[src/rtl/dct_mac_sequencer.sv]
// Drives macu clear/enable/tap-select per coefficient, then drains, loads the result and offers it.
// TAPS+LAT+2 cycles per coefficient; res_ready low holds OFFER, ena low freezes everything.
module dct_mac_sequencer #(
  parameter int TAPS  = 8,
  parameter int COEFS = 8,
  parameter int LAT   = 2,
  parameter int TW    = 3,
  parameter int CW    = 3
) (
  input  logic          clk,
  input  logic          rst_n,
  input  logic          ena,
  input  logic          start,
  output logic          busy,
  output logic          mac_clr,
  output logic          mac_ena,
  output logic [TW-1:0] tap_idx,
  output logic          res_ld,
  output logic          res_valid,
  input  logic          res_ready,
  output logic [CW-1:0] coef_idx,
  output logic          done,
  output logic          overrun
);

  // One counter serves both the tap index and the drain countdown.
  localparam int NW = (TW > $clog2(LAT + 1)) ? TW : $clog2(LAT + 1);

  typedef enum logic [2:0] {
    S_IDLE,
    S_MAC,
    S_DRAIN,
    S_LOAD,
    S_OFFER
  } state_t;

  state_t        state_q, state_d;
  logic [NW-1:0] cnt_q, cnt_d;
  logic [CW-1:0] coef_q, coef_d;
  logic          done_q, done_d;
  logic          ovr_q, ovr_d;

  always_ff @(posedge clk or negedge rst_n) begin
    if (!rst_n) begin
      state_q <= S_IDLE;
      cnt_q   <= '0;
      coef_q  <= '0;
      done_q  <= 1'b0;
      ovr_q   <= 1'b0;
    end else if (ena) begin
      state_q <= state_d;
      cnt_q   <= cnt_d;
      coef_q  <= coef_d;
      done_q  <= done_d;
      ovr_q   <= ovr_d;
    end
  end

  always_comb begin
    state_d = state_q;
    cnt_d   = cnt_q;
    coef_d  = coef_q;
    done_d  = 1'b0;
    ovr_d   = ovr_q | (start & (state_q != S_IDLE));
    case (state_q)
      S_IDLE: begin
        if (start) begin
          state_d = S_MAC;
          cnt_d   = '0;
          coef_d  = '0;
        end
      end
      S_MAC: begin
        if (cnt_q == NW'(TAPS - 1)) begin
          state_d = S_DRAIN;
          cnt_d   = NW'(LAT);
        end else begin
          cnt_d = cnt_q + NW'(1);
        end
      end
      S_DRAIN: begin
        if (cnt_q == NW'(1)) begin
          state_d = S_LOAD;
        end else begin
          cnt_d = cnt_q - NW'(1);
        end
      end
      S_LOAD: state_d = S_OFFER;
      S_OFFER: begin
        if (res_ready) begin
          if (coef_q == CW'(COEFS - 1)) begin
            state_d = S_IDLE;
            done_d  = 1'b1;
          end else begin
            state_d = S_MAC;
            coef_d  = coef_q + CW'(1);
            cnt_d   = '0;
          end
        end
      end
      default: state_d = S_IDLE;
    endcase
  end

  // Strobes are gated by ena so a frozen cycle never clears, accumulates or loads.
  assign busy      = (state_q != S_IDLE);
  assign mac_ena   = ena & (state_q == S_MAC);
  assign mac_clr   = ena & (state_q == S_MAC) & (cnt_q == '0);
  assign tap_idx   = (state_q == S_MAC) ? cnt_q[TW-1:0] : '0;
  assign res_ld    = ena & (state_q == S_LOAD);
  assign res_valid = (state_q == S_OFFER);
  assign coef_idx  = coef_q;
  assign done      = done_q;
  assign overrun   = ovr_q;

endmodule

[config.mk]
export PLATFORM = sky130hd
export DESIGN_NAME = dct_mac_sequencer
export DESIGN_NICKNAME = d
export VERILOG_FILES = /design/src/rtl/dct_mac_sequencer.sv
export SDC_FILE = /design/constraint.sdc
export NUM_CORES = 1
export LEC_CHECK = 0
export CORE_MARGIN = 3
export CORE_UTILIZATION = 48
export DETAILED_ROUTE_END_ITERATION = 10
export PLACE_DENSITY = 0.77
export SKIP_CTS_REPAIR_TIMING = 1
export SYNTH_ARGS = -nofsm -noshare
export SYNTH_HDL_FRONTEND = slang
export SYNTH_SLANG_ARGS = --single-unit
[constraint.sdc]
create_clock -name clk -period 1.8 [get_ports clk]
set_input_delay 0.18 -clock clk [delete_from_list [all_inputs] [get_ports clk]]
set_output_delay 0.18 -clock clk [all_outputs]
set_load 0.02 [all_outputs]
## After elaboration in Yosys (flattened, before gate mapping)

Index checks and enable logic that the tools add are counted.

| operators by class | value |
|---|---|
| add/sub/neg operators | 3 |
| multiply operators | 0 |
| div/mod/pow operators | 0 |
| order comparisons | 0 |
| equal/unequal tests | 13 |
| shifts and indexed selects | 0 |
| muxes and demuxes | 19 |
| bitwise logic cells | 5 |
| reductions and logical operators | 8 |

Operators by type and width:

| operator | count |
|---|---|
| $mux 3 | 12 |
| $pmux 3 s5 | 1 |
| $pmux 3 s4 | 1 |
| $ne 2x2->1 const B | 5 |
| $reduce_and 5->1 | 2 |
| $eq 3x3->1 const B | 3 |
| $add 3x1->3 const B | 2 |
| $eq 3x1->1 const B | 2 |
| $eq 3x2->1 const B | 2 |
| $logic_not 3->1 | 2 |
| $pmux 3 s2 | 1 |
| $reduce_and 6->1 | 1 |
| $and 1x1->1 | 4 |
| $mux 1 | 4 |
| $reduce_bool 4->1 | 1 |
| $reduce_bool 3->1 | 1 |
| $sub 3x1->3 const B | 1 |
| $ne 2x1->1 const B | 1 |
| $reduce_bool 2->1 | 1 |
| $or 1x1->1 | 1 |

| word-level totals | value |
|---|---|
| flip-flop bits (word level) | 11 |
| bits in latches | 0 |
| RAM bits | 0 |
| memory bits (read-only) | 0 |
| output and inout port bits | 13 |
| memories kept | 0 |

## Longest topological paths before layout

Gate-level depths: netlist (run 1).

| depth | value |
|---|---|
| depth in word-level cells | 4 |
| gate-level depth with buffers | 6 |
| gate-level depth less buffers | 6 |

## Least setup slack after synthesis (run 1)

Ideal clock, no wire load.

| timing path | value |
|---|---|
| path type | register to register |
| start point | register coef_q[0] (netlist: coef_idx[0]) |
| end point | register cnt_q[1] |
| setup time | 0.125 ns |
| data arrival time | 1.480 ns |
| slack | 0.195 ns |
| stages on the path, launching flop included | 7 |
| buffers on the path | 0 |
| clock period less this slack | 1.605 ns |
| path through | dfrtp_1 ha_1 ha_1 o21a_1 o32ai_1 nand2b_4 mux2i_1 |

| on the way | value |
|---|---|
| longest elaborated chain between the ends | 3 |

Ends and longest elaborated chain:

| what | RTL line | source |
|---|---|---|
| from (decl) | 39 | `logic [CW-1:0] coef_q, coef_d;` |
| from (signal assigned) | 53 | `coef_q <= coef_d;` |
| $eq 3x3->1 | 91 | `if (coef_q == CW'(COEFS - 1)) begin` |
| $ne 2x2->1 (no source line) | n/a |  |
| $reduce_and 6->1 (no source line) | n/a |  |
| to (signal assigned) | 52 | `cnt_q <= cnt_d;` |
| to (decl) | 38 | `logic [NW-1:0] cnt_q, cnt_d;` |

No other way between the ends.
A chain may end at the register's enable or synchronous reset.

## Worst setup path after layout (run 1)

| timing path | value |
|---|---|
| start point | register state_q[2] |
| end point | register cnt_q[0] |

| on the way | value |
|---|---|
| longest elaborated chain between the ends | 3 |
| elaborated cells between the ends (all ways) | 11 |
| classes of those cells | eq/ne: 7; mux: 1; reduce/logical: 3 |

Ends and longest elaborated chain:

| what | RTL line | source |
|---|---|---|
| from (decl) | 37 | `state_t state_q, state_d;` |
| from (signal assigned) | 51 | `state_q <= state_d;` |
| $eq 3x2->1, or another cell as far along | 65 | `case (state_q)` |
| $ne 2x2->1 (no source line), or another cell as far along | n/a |  |
| $reduce_and 6->1 (no source line) | n/a |  |

Several ways; a longest one is shown, not always the timed one.

==> run summary, run 1 <==
Status: finished, final reports clean
Yosys reg bits: 11
Initial antenna violation count: 0
GR Util All Layers: 0.186
Post-placement cell count: 115
PnR Total Power: 976 uW
Final hold vios: 0
Initial Utilization: 0.552
Clk Tree Root Cell: clkbuf_4
1st-iter DRT viols: 5
Worst-Margin Slew: 0.494 ns
Slew Viols, Final: 0
Worst Setup Path Type: reg -> reg
DP Worst Slack: -0.00540 ns
CP cell instances: buf_4 -> mux2_4 -> o31ai_4 -> nand2b_4 -> mux2i_1
Worst-path clk slew: 0.06 ns
Die Y: 46.1 um
CP Capture Type: flip-flop
Detail Route Antenna Nets: 0
RSZ-0062 raised after global routing: false
TritonCTS clock tree: done
Crit Path Max Fanout: 7
CP arrival: 1.87 ns
Slew Limit Headroom: 0.670
Maximum VDD drop: 0.750 mV
Area growth syn-to-layout: 34.0%
Layout Cells excl Fill: 119
Cell variety after synth: 31
Top cell type by total area after synthesis: dfrtp_1
Final HPWL from detailed placement: 1330 um
Layout cells sized above 1: 0.144
Power per Cell Area: 943 nW/um2
Delay-heaviest family, CP: multiplexers
Crit path largest cell delay: 0.47 ns
Final nets: 118
Die span in x: 46.1 um
Max clock buf depth: 2
Std-Cell Core Area: 1400 um2
Vias: 674
Sink Count: 11
Syn. warnings: 0
Largest net degree at the start of global routing: 12
FP Rows: 13
Post-layout util: 0.740
Crit path from: state_q[2]
Synth Cell Area: 772 um2
# setup viols final: 0
Cell count after synthesis: 81
Startpoint type of the worst setup path: flip-flop
I/O pin cnt: 18
Syn Nets: 94
First-pass GRT wire length: 2800 um
Setup ws final: 0.118 ns
GR Overflow Total: 0
CTS buffer count: 3
Critical Path RT: 1.99 ns
H-tree depth: 1
Hold Path Class: in -> async
Ant diodes: 0
Start of the worst register-to-register path: state_q[2]
Vias in the first global route: 635
Vias per cell: 5.66
Worst Skew: 0.00305 ns
Tmin final: 1.68 ns
Drc violations: 0
PortBufs: 17
Drt pass-1 iters: 4
Leak: 0.624 nW
Crit-path slowest cell: dfrtp_1
Synth area leaders: dfrtp_1, ha_1, a22o_1
Maxcap violations: 0
Final period util: 0.934
Fillers: 100
Drt wl/cell: 14.3 um
Final wirelength: 1700 um
Setup TNS: 0 ns
Final GP Congestion: 0.765
Worst skew pair latency: 0.26 ns
Die outline area: 2130 um2
Fmax: 0.595 GHz
Sequential share of the synthesized area: 0.357
Post-synth top area share: 0.357
Mean Syn Cell Area: 9.53 um2
Buf+Inv Stages, Crit Path: 1
## placed cells by master (no fill, tap or decap), types with 3 or more instances in the layout
master	Yosys	routed
a22o_1	4	4
buf_4	1	7
clkdlybuf4s50_1	0	9
dlymetal6s2s_1	0	8
nand2_1	7	7
ha_1	8	8
dfrtp_1	11	11
inv_1	5	5
nor3_1	4	4
o21ai_0	5	5
nand2b_1	3	3
mux2i_1	3	3
clkbuf_4	0	3
nor2_1	3	3
## state kept, by name, indices dropped and copies added (netlist names)
name	count
cnt_q	3
coef_idx	3
done	1
overrun	1
state_q	3
## area by class of cell
| type | count | area [um2] | share of cell area |
|---|---|---|---|
| Tap cell | 15 | 18.8 | 0.0181 |
| Clock buffer | 4 | 26.3 | 0.0254 |
| Timing Repair Buffer | 24 | 243 | 0.235 |
| Sequential cell | 11 | 275 | 0.266 |
| Multi-Input combinational cell | 60 | 453 | 0.438 |
| Inverter | 5 | 18.8 | 0.0181 |
## metal layers
layer  global-route usage  vias up  part of all wire
met5                    0        -                 0
li1                     -      338                 -
met3               0.0781        2             0.051
met2                0.272       16              0.46
met1                0.250      318              0.48
met4               0.0511        0            0.0053
## metrics by stage
stage	hold slack, ns	instance area, um2
after floorplan	-0.116	772
after global placement	0.456	988
after detailed placement	0.464	988
after CTS	0.264	1010
after global routing	0.271	1030
final	0.247	1030
## path summary, 6_finish.rpt
kind,to,slack (ns),cells after the start
setup / recovery,cnt_q[0],0.12,5
hold reg to reg,overrun,0.48,1
min in group clk,overrun,0.48,1
setup reg to reg,cnt_q[0],0.12,5
hold / removal,coef_idx[1],0.25,1
max in group asynchronous,coef_idx[2],1.22,1
## worst reg2reg max path, cell delays in order (launching register included)
cell	delay, ns
dfrtp_1	0.47
buf_4	0.18
mux2_4	0.32
o31ai_4	0.22
nand2b_4	0.20
mux2i_1	0.20
## where the power goes
part	internal [mW]	total (mW)	switching, mW	leakage (nW)
Clock	0.0857	0.161	0.0754	0.0150
Combinational	0.217	0.508	0.291	0.464
Sequential	0.283	0.306	0.0237	0.144
## synthesized netlist by cell type
master,number
a21o_1,1
a21oi_1,2
a22o_1,4
a31o_2,1
a41o_1,1
and2_1,1
and3_1,1
and4_1,1
buf_2,2
buf_4,1
clkbuf_1,2
dfrtp_1,11
ha_1,8
inv_1,5
mux2_4,1
mux2i_1,3
nand2_1,7
nand2b_1,3
nand2b_4,1
nand3_1,2
nand4_1,1
nor2_1,3
nor2b_1,2
nor3_1,4
o21a_1,1
o21ai_0,5
o22ai_1,2
o31ai_1,2
o31ai_4,1
o32ai_1,1
or2_2,1
## cell families after synthesis
family / count (synthesis) / share of synthesized area
AOI/OAI and AO/OA: 21 / 0.209
adders and majority gates: 8 / 0.130
buffers and inverters: 10 / 0.0567
DFF: 11 / 0.357
muxes: 4 / 0.0583
and+or+nand+nor: 27 / 0.190
No activity file was read; power rests on OpenSTA's default activity.
==> inputs of run 2 (changes only) <==
PLACE_DENSITY = 0.82   (was 0.77)
==> run 2 against run 1 <==
  * Hold slack improved by 0.0044 ns
  * Worst setup slack got worse by 0.031 ns
  * Sequential power about the same
  * Highest routed layer unchanged
  * Clock-buffer cell count unchanged
  * Clock power about the same
  * Critical endpoint unchanged
  * Final cell count increased by 0.84%
  * Final area increased by 0.73%
  * Core utilization increased by 0.54 points
  * Sequential share of layout area decreased by 0.19 points
==> run summary, run 2 (synthesis results as in run 1) <==
Status: finished, final reports clean (unchanged)
Sink Count: 11 (unchanged)
Start of the worst register-to-register path: state_q[2] (unchanged)
Maxcap violations: 0 (unchanged)
I/O pin cnt: 18 (unchanged)
Clk Tree Root Cell: clkbuf_4 (unchanged)
GR Util All Layers: 0.199 (was 0.186)
Vias in the first global route: 662 (was 635)
Die Y: 46.1 um (unchanged)
Crit path from: state_q[2] (unchanged)
Drt wl/cell: 15.1 um (was 14.3 um)
Slew Viols, Final: 0 (unchanged)
Initial Utilization: 0.552 (unchanged)
CP Capture Type: flip-flop (unchanged)
FP Rows: 13 (unchanged)
Most common cell after layout, fill and taps aside: dfrtp_1 (unchanged)
Delay-heaviest family, CP: multiplexers (unchanged)
Layout cells sized above 1: 0.152 (was 0.144)
Max clock buf depth: 2 (unchanged)
Power per Cell Area: 959 nW/um2 (was 943 nW/um2)
Die span in x: 46.1 um (unchanged)
Final period util: 0.952 (was 0.934)
Setup ws final: 0.0866 ns (was 0.118 ns)
PortBufs: 17 (unchanged)
Crit Path Max Fanout: 7 (unchanged)
Initial antenna violation count: 0 (unchanged)
Vias per cell: 5.79 (was 5.66)
Buf+Inv Stages, Crit Path: 1 (unchanged)
Std-Cell Core Area: 1400 um2 (unchanged)
RSZ-0062 raised after global routing: false (unchanged)
Slew Limit Headroom: 0.660 (was 0.670)
Final hold vios: 0 (unchanged)
1st-iter DRT viols: 21 (was 5)
Final hold slack: 0.251 ns (was 0.247 ns)
H-tree depth: 1 (unchanged)
Worst-path clk slew: 0.06 ns (about the same)
Leak: 0.629 nW (was 0.624 nW)
DP Worst Slack: 0.0649 ns (was -0.00540 ns)
Critical Path RT: 1.99 ns (about the same)
Final nets: 119 (was 118)
Final HPWL from detailed placement: 1420 um (was 1330 um)
Worst-Margin Slew: 0.509 ns (was 0.494 ns)
Area growth syn-to-layout: 35.0% (was 34.0%)
Crit-path slowest cell: dfrtp_1 (unchanged)
Die outline area: 2130 um2 (unchanged)
Startpoint type of the worst setup path: flip-flop (unchanged)
Tmin final: 1.71 ns (was 1.68 ns)
CP cell instances: buf_4 -> mux2_4 -> o31ai_4 -> nand2b_4 -> mux2i_1 (unchanged)
Maximum VDD drop: 0.592 mV (was 0.750 mV)
Fmax: 0.584 GHz (was 0.595 GHz)
Detail Route Antenna Nets: 0 (unchanged)
PnR Total Power: 1000 uW (was 976 uW)
Most frequent cells in the layout: dfrtp_1, clkdlybuf4s50_1, ha_1, dlymetal6s2s_1, buf_4 (was dfrtp_1, clkdlybuf4s50_1, ha_1, dlymetal6s2s_1)
First-pass GRT wire length: 2960 um (was 2800 um)
Vias: 695 (was 674)
Hold Path Class: in -> async (unchanged)
Final GP Congestion: 0.755 (was 0.765)
Final wirelength: 1810 um (was 1700 um)
Drc violations: 0 (unchanged)
Largest net degree at the start of global routing: 12 (unchanged)
Ant diodes: 0 (unchanged)
CP arrival: 1.90 ns (was 1.87 ns)
CTS buffer count: 3 (unchanged)
TritonCTS clock tree: done (unchanged)
Crit path largest cell delay: 0.48 ns (was 0.47 ns)
GR Overflow Total: 0 (unchanged)
Drt pass-1 iters: 4 (unchanged)
Worst Skew: 0.00358 ns (was 0.00305 ns)
Worst Setup Path Type: reg -> reg (unchanged)
Worst skew pair latency: 0.27 ns (was 0.26 ns)
# setup viols final: 0 (unchanged)
run 2: layout make-up:
class / instances / area [um2]
Fill cell: 102 / 357
Tap cell: 15 / 18.8
Inverter: 5 / 18.8
Multi-Input combinational cell: 60 / 453
Clock buffer: 4 / 26.3
Sequential cell: 11 / 275
Timing Repair Buffer: 25 / 250
run 2: worst paths after layout:
check / to / slack [ns] / cells after the start
worst max-delay path: cnt_q[0] / 0.09 / 5
worst min-delay path: done / 0.25 / 1
worst max register to register: cnt_q[0] / 0.09 / 5
worst min register to register: overrun / 0.51 / 1
max in group asynchronous: coef_idx[1] / 1.21 / 1
min in group clk: overrun / 0.51 / 1
run 2: stage by stage:
step / cell area (um2) / setup TNS (ns) / cells / util
6_report: 1040 / 0 / 120 / 0.745
5_1_grt: 1040 / 0 / 120 / 0.745
4_1_cts: 1020 / -0.932 / 120 / 0.731
3_5_place_dp: 996 / 0 / 116 / 0.712
3_3_place_gp: 996 / 0 / 116 / 0.712
2_1_floorplan: 772 / 0 / 81 / -
run 2: metal layers:
layer | vias up | track usage | wire length, um
li1 | 340 | - | -
met1 | 327 | 0.239 | 772
met2 | 26 | 0.321 | 881
met3 | 2 | 0.0820 | 141
met4 | 0 | 0.0568 | 12
met5 | - | 0 | 0
run 2: power by group:
part           leakage, nW  internal, mW  switching [mW]
combinational        0.469         0.231           0.297
sequential           0.144         0.283          0.0260
clock               0.0150        0.0858          0.0769
total                0.629         0.600           0.400
==> inputs of run 3 (changes only) <==
CELL_PAD_IN_SITES_DETAIL_PLACEMENT = 0   (was unset)
CELL_PAD_IN_SITES_GLOBAL_PLACEMENT = 2   (was unset)
CORE_MARGIN = 2   (was 3)
CORE_UTILIZATION = 29   (was 48)
==> run 3 against run 2 <==
  * Hold slack worse by 0.0050 ns
  * Largest cell class unchanged
  * Sequential power is 2% lower
  * Sequential share of layout area down 0.47 points
  * Final area is 1.8% higher
  * Final cell count up 13%
  * Clock-buffer cell count unchanged
  * Clock skew is essentially flat
  * Die area up 45%
  * Fmax increased by 6.6%
  * First-iteration DRC count shrank 4.8%
  * Total power grew 1.2%
  * Core utilization fell by 32 points
==> run summary, run 3 (synthesis results as in run 1) <==
Status: finished, final reports clean (unchanged)
PortBufs: 17 (unchanged)
Layout cells sized above 1: 0.162 (was 0.152)
Final nets: 119 (unchanged)
Ant diodes: 0 (unchanged)
Drt wl/cell: 12.4 um (was 15.1 um)
Drt pass-1 iters: 5 (was 4)
H-tree depth: 1 (unchanged)
Most common cell after layout, fill and taps aside: dfrtp_1 (unchanged)
Crit path largest cell delay: 0.38 ns (was 0.48 ns)
Crit-path slowest cell: dfrtp_1 (unchanged)
Clock Power Share: 0.170 (was 0.163)
Vias: 677 (was 695)
Crit Path Max Fanout: 13 (was 7)
Slew Limit Headroom: 0.656 (was 0.660)
Startpoint type of the worst setup path: flip-flop (unchanged)
Hold Path Class: in -> async (unchanged)
Fmax: 0.622 GHz (was 0.584 GHz)
Die span in x: 55.6 um (was 46.1 um)
Initial antenna violation count: 0 (unchanged)
Detail Route Antenna Nets: 0 (unchanged)
CTS buffer count: 3 (unchanged)
Fillers: 245 (was 102)
Switching power: 395 uW (was 400 uW)
FP Rows: 18 (was 13)
Worst skew pair latency: 0.27 ns (about the same)
Die Y: 55.6 um (was 46.1 um)
Final hold vios: 0 (unchanged)
Pint: 617 uW (was 600 uW)
Final GP Congestion: 0.828 (was 0.755)
RSZ-0062 raised after global routing: false (unchanged)
GR Util All Layers: 0.122 (was 0.199)
Setup ws final: 0.192 ns (was 0.0866 ns)
TritonCTS clock tree: done (unchanged)
Final period util: 0.893 (was 0.952)
Initial Utilization: 0.309 (was 0.552)
Tmin final: 1.61 ns (was 1.71 ns)
Largest net degree at the start of global routing: 14 (was 12)
Sw Ratio: 0.391 (was 0.400)
Critical Path RT: 1.99 ns (about the same)
DP Worst Slack: 0.0368 ns (was 0.0649 ns)
Power per Cell Area: 954 nW/um2 (was 959 nW/um2)
Worst Skew: 0.00343 ns (was 0.00358 ns)
Sequential Power Share: 0.301 (was 0.309)
Reg2Reg Depth: 5 (unchanged)
GR Overflow Total: 0 (unchanged)
Register area: 275 um2 (unchanged)
Drc violations: 0 (unchanged)
Maxcap violations: 0 (unchanged)
CP Capture Type: flip-flop (unchanged)
Final HPWL from detailed placement: 1280 um (was 1420 um)
FF-to-FF End: cnt_q[1] (was cnt_q[0])
First-pass GRT wire length: 3010 um (was 2960 um)
Reg2reg setup slack: 0.19 ns (was 0.09 ns)
Std-Cell Core Area: 2500 um2 (was 1400 um2)
# setup viols final: 0 (unchanged)
Start of the worst register-to-register path: state_q[2] (unchanged)
Post-DP Area: 1010 um2 (was 996 um2)
Logic pwr share: 0.529 (about the same)
1st-iter DRT viols: 20 (was 21)
Die outline area: 3090 um2 (was 2130 um2)
Vias in the first global route: 684 (was 662)
Leak: 0.628 nW (was 0.629 nW)
Clk Tree Root Cell: clkbuf_4 (unchanged)
Worst Setup Path Type: reg -> reg (unchanged)
Max clock buf depth: 2 (unchanged)
Most frequent cells in the layout: dfrtp_1, clkdlybuf4s50_1, ha_1, dlymetal6s2s_1, buf_4 (unchanged)
Sink Count: 11 (unchanged)
I/O pin cnt: 18 (unchanged)
Area growth syn-to-layout: 37.4% (was 35.0%)
Final wirelength: 1680 um (was 1810 um)
Vias per cell: 5.01 (was 5.79)
Post-layout util: 0.424 (was 0.745)
Worst-Margin Slew: 0.514 ns (was 0.509 ns)
CP arrival: 1.80 ns (was 1.90 ns)
Post-route design area: 1060 um2 (was 1040 um2)
Slew Viols, Final: 0 (unchanged)
Multi-input gate area: 453 um2 (unchanged)
Worst-path clk slew: 0.07 ns (was 0.06 ns)
CP cell instances: buf_4 -> mux2_4 -> o31ai_4 -> nand2b_4 -> mux2i_1 (unchanged)
Maximum VDD drop: 0.577 mV (was 0.592 mV)
run 3: worst max-delay path by stage:
stage	from	endpoint	slack (ns)	cells past startpoint
6_report	state_q[2]	cnt_q[1]	0.19	5
5_1_grt	state_q[2]	cnt_q[1]	0.06	5
4_1_cts	state_q[1]	mac_clr	-0.17	4
3_5_place_dp	ena	res_ld	0.04	3
3_3_place_gp	ena	res_ld	0.03	3
2_1_floorplan	coef_idx[0]	cnt_q[1]	0.19	6
run 3: through the flow:
stage	hold WS [ns]	setup TNS [ns]	std cells	power, mW
2_1_floorplan	-0.116	0	81	0.653
3_3_place_gp	0.450	0	131	0.863
3_5_place_dp	0.463	0	131	0.856
4_1_cts	0.273	-0.824	135	1.03
5_1_grt	0.289	0	135	1.10
6_report	0.246	0	135	1.01
run 3: area by class of cell:
type                            instances  share of cell area
Clock buffer                            4              0.0248
Inverter                                5              0.0177
Multi-Input combinational cell         60               0.427
Sequential cell                        11               0.259
Tap cell                               30              0.0354
Timing Repair Buffer                   25               0.236
run 3: critical path, delay by kind of cell (launching register included):
family,cells,cell delay (ns)
DFF,1,0.38
muxes,2,0.52
buffers and inverters,1,0.21
and+or+nand+nor,1,0.20
AOI/OAI and AO/OA,1,0.22
run 3: power groups by stage:
stage,Clock (mW),Sequential [mW],Combinational (mW)
floorplan,0,0.306,0.347
global placement,0,0.311,0.552
detailed placement,0,0.310,0.546
CTS,0.180,0.305,0.548
global route,0.191,0.311,0.600
finish,0.172,0.304,0.536
run 3: routing by layer:
layer | vias up | track usage | wire [um]
met3 | 2 | 0.0442 | 73
met4 | 0 | 0.0314 | 10
met5 | - | 0 | 0
met2 | 15 | 0.196 | 791
li1 | 339 | - | -
met1 | 321 | 0.156 | 799
==> RTL change 1, RTL diff (settings of run 2) <==
Re-encode `state_t` (5 states) as Gray code, 3 bits wide.
--- a/src/rtl/dct_mac_sequencer.sv
+++ b/src/rtl/dct_mac_sequencer.sv
@@ -29,7 +29,7 @@
   typedef enum logic [2:0] {
-    S_IDLE,
-    S_MAC,
-    S_DRAIN,
-    S_LOAD,
-    S_OFFER
+    S_IDLE  = 3'b000,
+    S_MAC   = 3'b001,
+    S_DRAIN = 3'b011,
+    S_LOAD  = 3'b010,
+    S_OFFER = 3'b110
   } state_t;
Check against the original RTL: same outputs for any inputs over 10 cycles, from zero or initial values and one cycle with rst_n low; not proved beyond that.
==> RTL change 1 against run 2 <==
  * Area after synthesis grew 9.2%
  * Via count up 17%
  * Setup slack got worse by 0.073 ns
  * Cell area rose by 16%
  * Sequential cell count stayed put
  * Routed wire length up 31%
Power is not compared: it rests on default switching activity, and its combinational part moved more than twofold at a synthesized area within 25%.
==> RTL change 1: results (changes against run 2) <==
| Metric | Value |
|---|---|
| CP arrival | 1.94 ns (was 1.90 ns) |
| Synth Area in Compound Gates | 21.8% (was 20.9%) |
| Initial antenna violation count | 0 (unchanged) |
| RR Endpoint | state_q[0] (was cnt_q[0]) |
| DRT Pass-1 Iters | 5 (was 4) |
| Adder-cell share of the synthesized area | 11.9% (was 13.0%) |
| Signal buffers | 35 (was 25) |
| Drt via density | 6.11 (was 5.79) |
| CTS Buffer Depth | 2 (unchanged) |
| Worst-Margin Slew | 0.536 ns (was 0.509 ns) |
| NumNets Final | 131 (was 119) |
| R2R setup slack | 0.01 ns (was 0.09 ns) |
| Seq area share | 23.0% (was 26.4%) |
| Sequential area share after synthesis | 32.6% (was 35.7%) |
| Outcome | completed (unchanged) |
| Crit path kind | reg2reg (unchanged) |
| Top-area cell type share of the netlist area | 32.6% (was 35.7%) |
| Global Route Usage Sum | 23.2% (was 19.9%) |
| Top cells by count, synth | 11 x dfrtp_1, 8 x ha_1, 7 x inv_1 (was 11 x dfrtp_1, 8 x ha_1, 7 x nand2_1) |
| Reg clk slew, reported paths | 0.09 ns (was 0.06 ns) |
| NonClk Buf Share | 27.2% (was 24.0%) |
| Filler Cell Count | 106 (was 102) |
| Non-clk invs | 8 (was 5) |
| Critical path's top delay family | simple AND/OR/NAND/NOR gates (was multiplexers) |
| Post-Synth XOR/XNOR Area | 1.04% (was 0%) |
| Die width | 47.9 µm (was 46.1 µm) |
| First-pass GRT wire length | 3570 µm (was 2960 µm) |
| Multi-In Gates | 59 (was 60) |
| CP Max Fanout | 8 (was 7) |
| Clk_lat worst skew | 0.29 ns (was 0.27 ns) |
| Mux share of post-synthesis cell area | 7.27% (was 5.83%) |
| Vias in the first global route | 733 (was 662) |
| Slowest CP cell | or4_4 (was dfrtp_1) |
| Area occupied by multi-input gates | 513 µm² (was 453 µm²) |
| Fraction of layout cells with a size suffix above 1 | 29.9% (was 15.2%) |
| Largest stage delay, worst path | 0.57 ns (was 0.48 ns) |
| Clock Skew | 0.0149 ns (was 0.00358 ns) |
| Clock network area share | 2.17% (was 2.52%) |
| Final WL | 2360 µm (was 1810 µm) |
| Setup crit end | state_q[0] (was cnt_q[0]) |
| RD Place Congestion | 0.864 (was 0.755) |
| Synthesized Nets | 95 (was 94) |
| Multi-input combinational area share | 42.4% (was 43.5%) |
| Drt first-iter violations | 18 (was 21) |
| FF-to-FF path depth | 5 (unchanged) |
| DP HPWL | 1730 µm (was 1420 µm) |
| Netlist cell types | 34 (was 31) |
| Cell area after placement | 1140 µm² (was 996 µm²) |
## RTL change 1: changes by cell type after synthesis, sizes merged, moves of 2 or more
cell           run 2  this run
mux2               1         3
nor3               4         2
nand2b             4         2
o31ai              3         0
nand2              7         5
inv                5         7
o21ai              5         3
a211oi             0         2
and3               1         5
## RTL change 1: routing by layer
layer / track usage [%] / part of all wire (%) / vias to the layer above
met2: 38.8 / 51 / 39
met4: 11.3 / 3.6 / 0
li1: - / - / 370
met5: 0 / 0 / -
met1: 28.8 / 40 / 395
met3: 3.38 / 5.4 / 9
## RTL change 1: stage by stage
step	setup slack (ns)	instances	hold slack (ns)	TNS, ns
6_report	0.0134	133	0.237	0
5_1_grt	-0.0219	133	0.269	-0.0513
4_1_cts	-0.300	133	0.250	-1.63
3_5_place_dp	-0.0952	129	0.462	-0.273
3_3_place_gp	-0.0762	129	0.457	-0.199
2_1_floorplan	0.0322	82	-0.116	0
==> RTL change 2, RTL diff (flow settings as in run 2) <==
Made on the original files. The parameter `TW` goes from 3 to 6.
--- a/src/rtl/dct_mac_sequencer.sv
+++ b/src/rtl/dct_mac_sequencer.sv
@@ -6,3 +6,3 @@
   parameter int LAT   = 2,
-  parameter int TW    = 3,
+  parameter int TW    = 6,
   parameter int CW    = 3
Interface: changed (resized tap_idx); port bits go from 18 to 21. No check against the original RTL was run, so the function may have changed too.
==> RTL change 2 against run 2 <==
  * Area after synthesis up 39%
  * Critical endpoint is now cnt_q[4]
  * Count of clock-buffer cells in the layout unchanged
  * Combinational power rose to 3.5 times the old value
  * Sequential share of layout area down 3.6 points
  * Cell area up 48%
  * Critical path type unchanged
  * Via count up 57%
  * Setup slack worse by 0.029 ns
  * Total power rose to 2.6 times the old value
  * Sequential cell count up 3
  * Synthesized cell count up 47%
  * Routed wire length up 50%
==> RTL change 2: results (changes against run 2) <==
| Metric | Value |
|---|---|
| Outcome | completed (unchanged) |
| Finished Cell Area | 1540 µm² (was 1040 µm²) |
| # clock sinks | 14 (was 11) |
| Critical path's top delay family | simple AND/OR/NAND/NOR gates (was multiplexers) |
| Dpl ws | -0.0759 ns (was 0.0649 ns) |
| Pleak | 0.846 nW (was 0.629 nW) |
| Cell area after placement | 1430 µm² (was 996 µm²) |
| RD Place Congestion | 0.844 (was 0.755) |
| Worst-Margin Slew | 0.659 ns (was 0.509 ns) |
| Cells after DPL | 180 (was 116) |
| Sequential area share after synthesis | 32.6% (was 35.7%) |
| Synthesized Nets | 129 (was 94) |
| Signal buffers | 45 (was 25) |
| CP Max Fanout | 6 (was 7) |
| Vias in the first global route | 1045 (was 662) |
| Reg clk slew, reported paths | 0.09 ns (was 0.06 ns) |
| DP HPWL | 2050 µm (was 1420 µm) |
| CP arrival | 1.96 ns (was 1.90 ns) |
| Final WL | 2710 µm (was 1810 µm) |
| Top cells by count, synth | 14 x dfrtp_1, 14 x nand2_1, 8 x o21ai_0 (was 11 x dfrtp_1, 8 x ha_1, 7 x nand2_1) |
| Drt via density | 5.85 (was 5.79) |
| Filler Cell Count | 145 (was 102) |
| Fin cells | 186 (was 120) |
| Clk_lat worst skew | 0.29 ns (was 0.27 ns) |
| Fraction of layout cells with a size suffix above 1 | 30.2% (was 15.2%) |
| Die width | 53.3 µm (was 46.1 µm) |
| Syn Inst Count | 119 (was 81) |
| Global Route Usage Sum | 21.4% (was 19.9%) |
| Synth Area in Compound Gates | 27.4% (was 20.9%) |
| Largest net degree at the start of global routing | 15 (was 12) |
| Drt first-iter violations | 24 (was 21) |
## RTL change 2: path summary, 6_finish.rpt
kind	startpoint	end	slack (ns)	cells after the start
max	state_q[2]	cnt_q[4]	0.06	6
min	rst_n	coef_idx[2]	0.29	1
max reg2reg	state_q[2]	cnt_q[4]	0.06	6
min reg2reg	overrun	overrun	0.50	1
max in group asynchronous	rst_n	cnt_q[3]	1.05	1
min in group clk	overrun	overrun	0.50	1
## RTL change 2: layer usage
layer / wire length (µm) / vias up / track usage [%] / share of wire (%)
li1: - / 522 / - / -
met1: 1170 / 526 / 26.3 / 43
met2: 1350 / 36 / 36.5 / 50
met3: 156 / 5 / 3.38 / 5.8
met4: 34 / 0 / 8.51 / 1.3
met5: 0 / - / 0 / 0
## RTL change 2: power by group through the flow
stage	sequential [mW]	clock, mW	combinational, mW
after floorplan	0.522	0	1.09
after global placement	0.525	0	1.66
after detailed placement	0.535	0	1.71
after CTS	0.527	0.236	1.72
after global routing	0.545	0.248	2.00
final	0.530	0.233	1.85
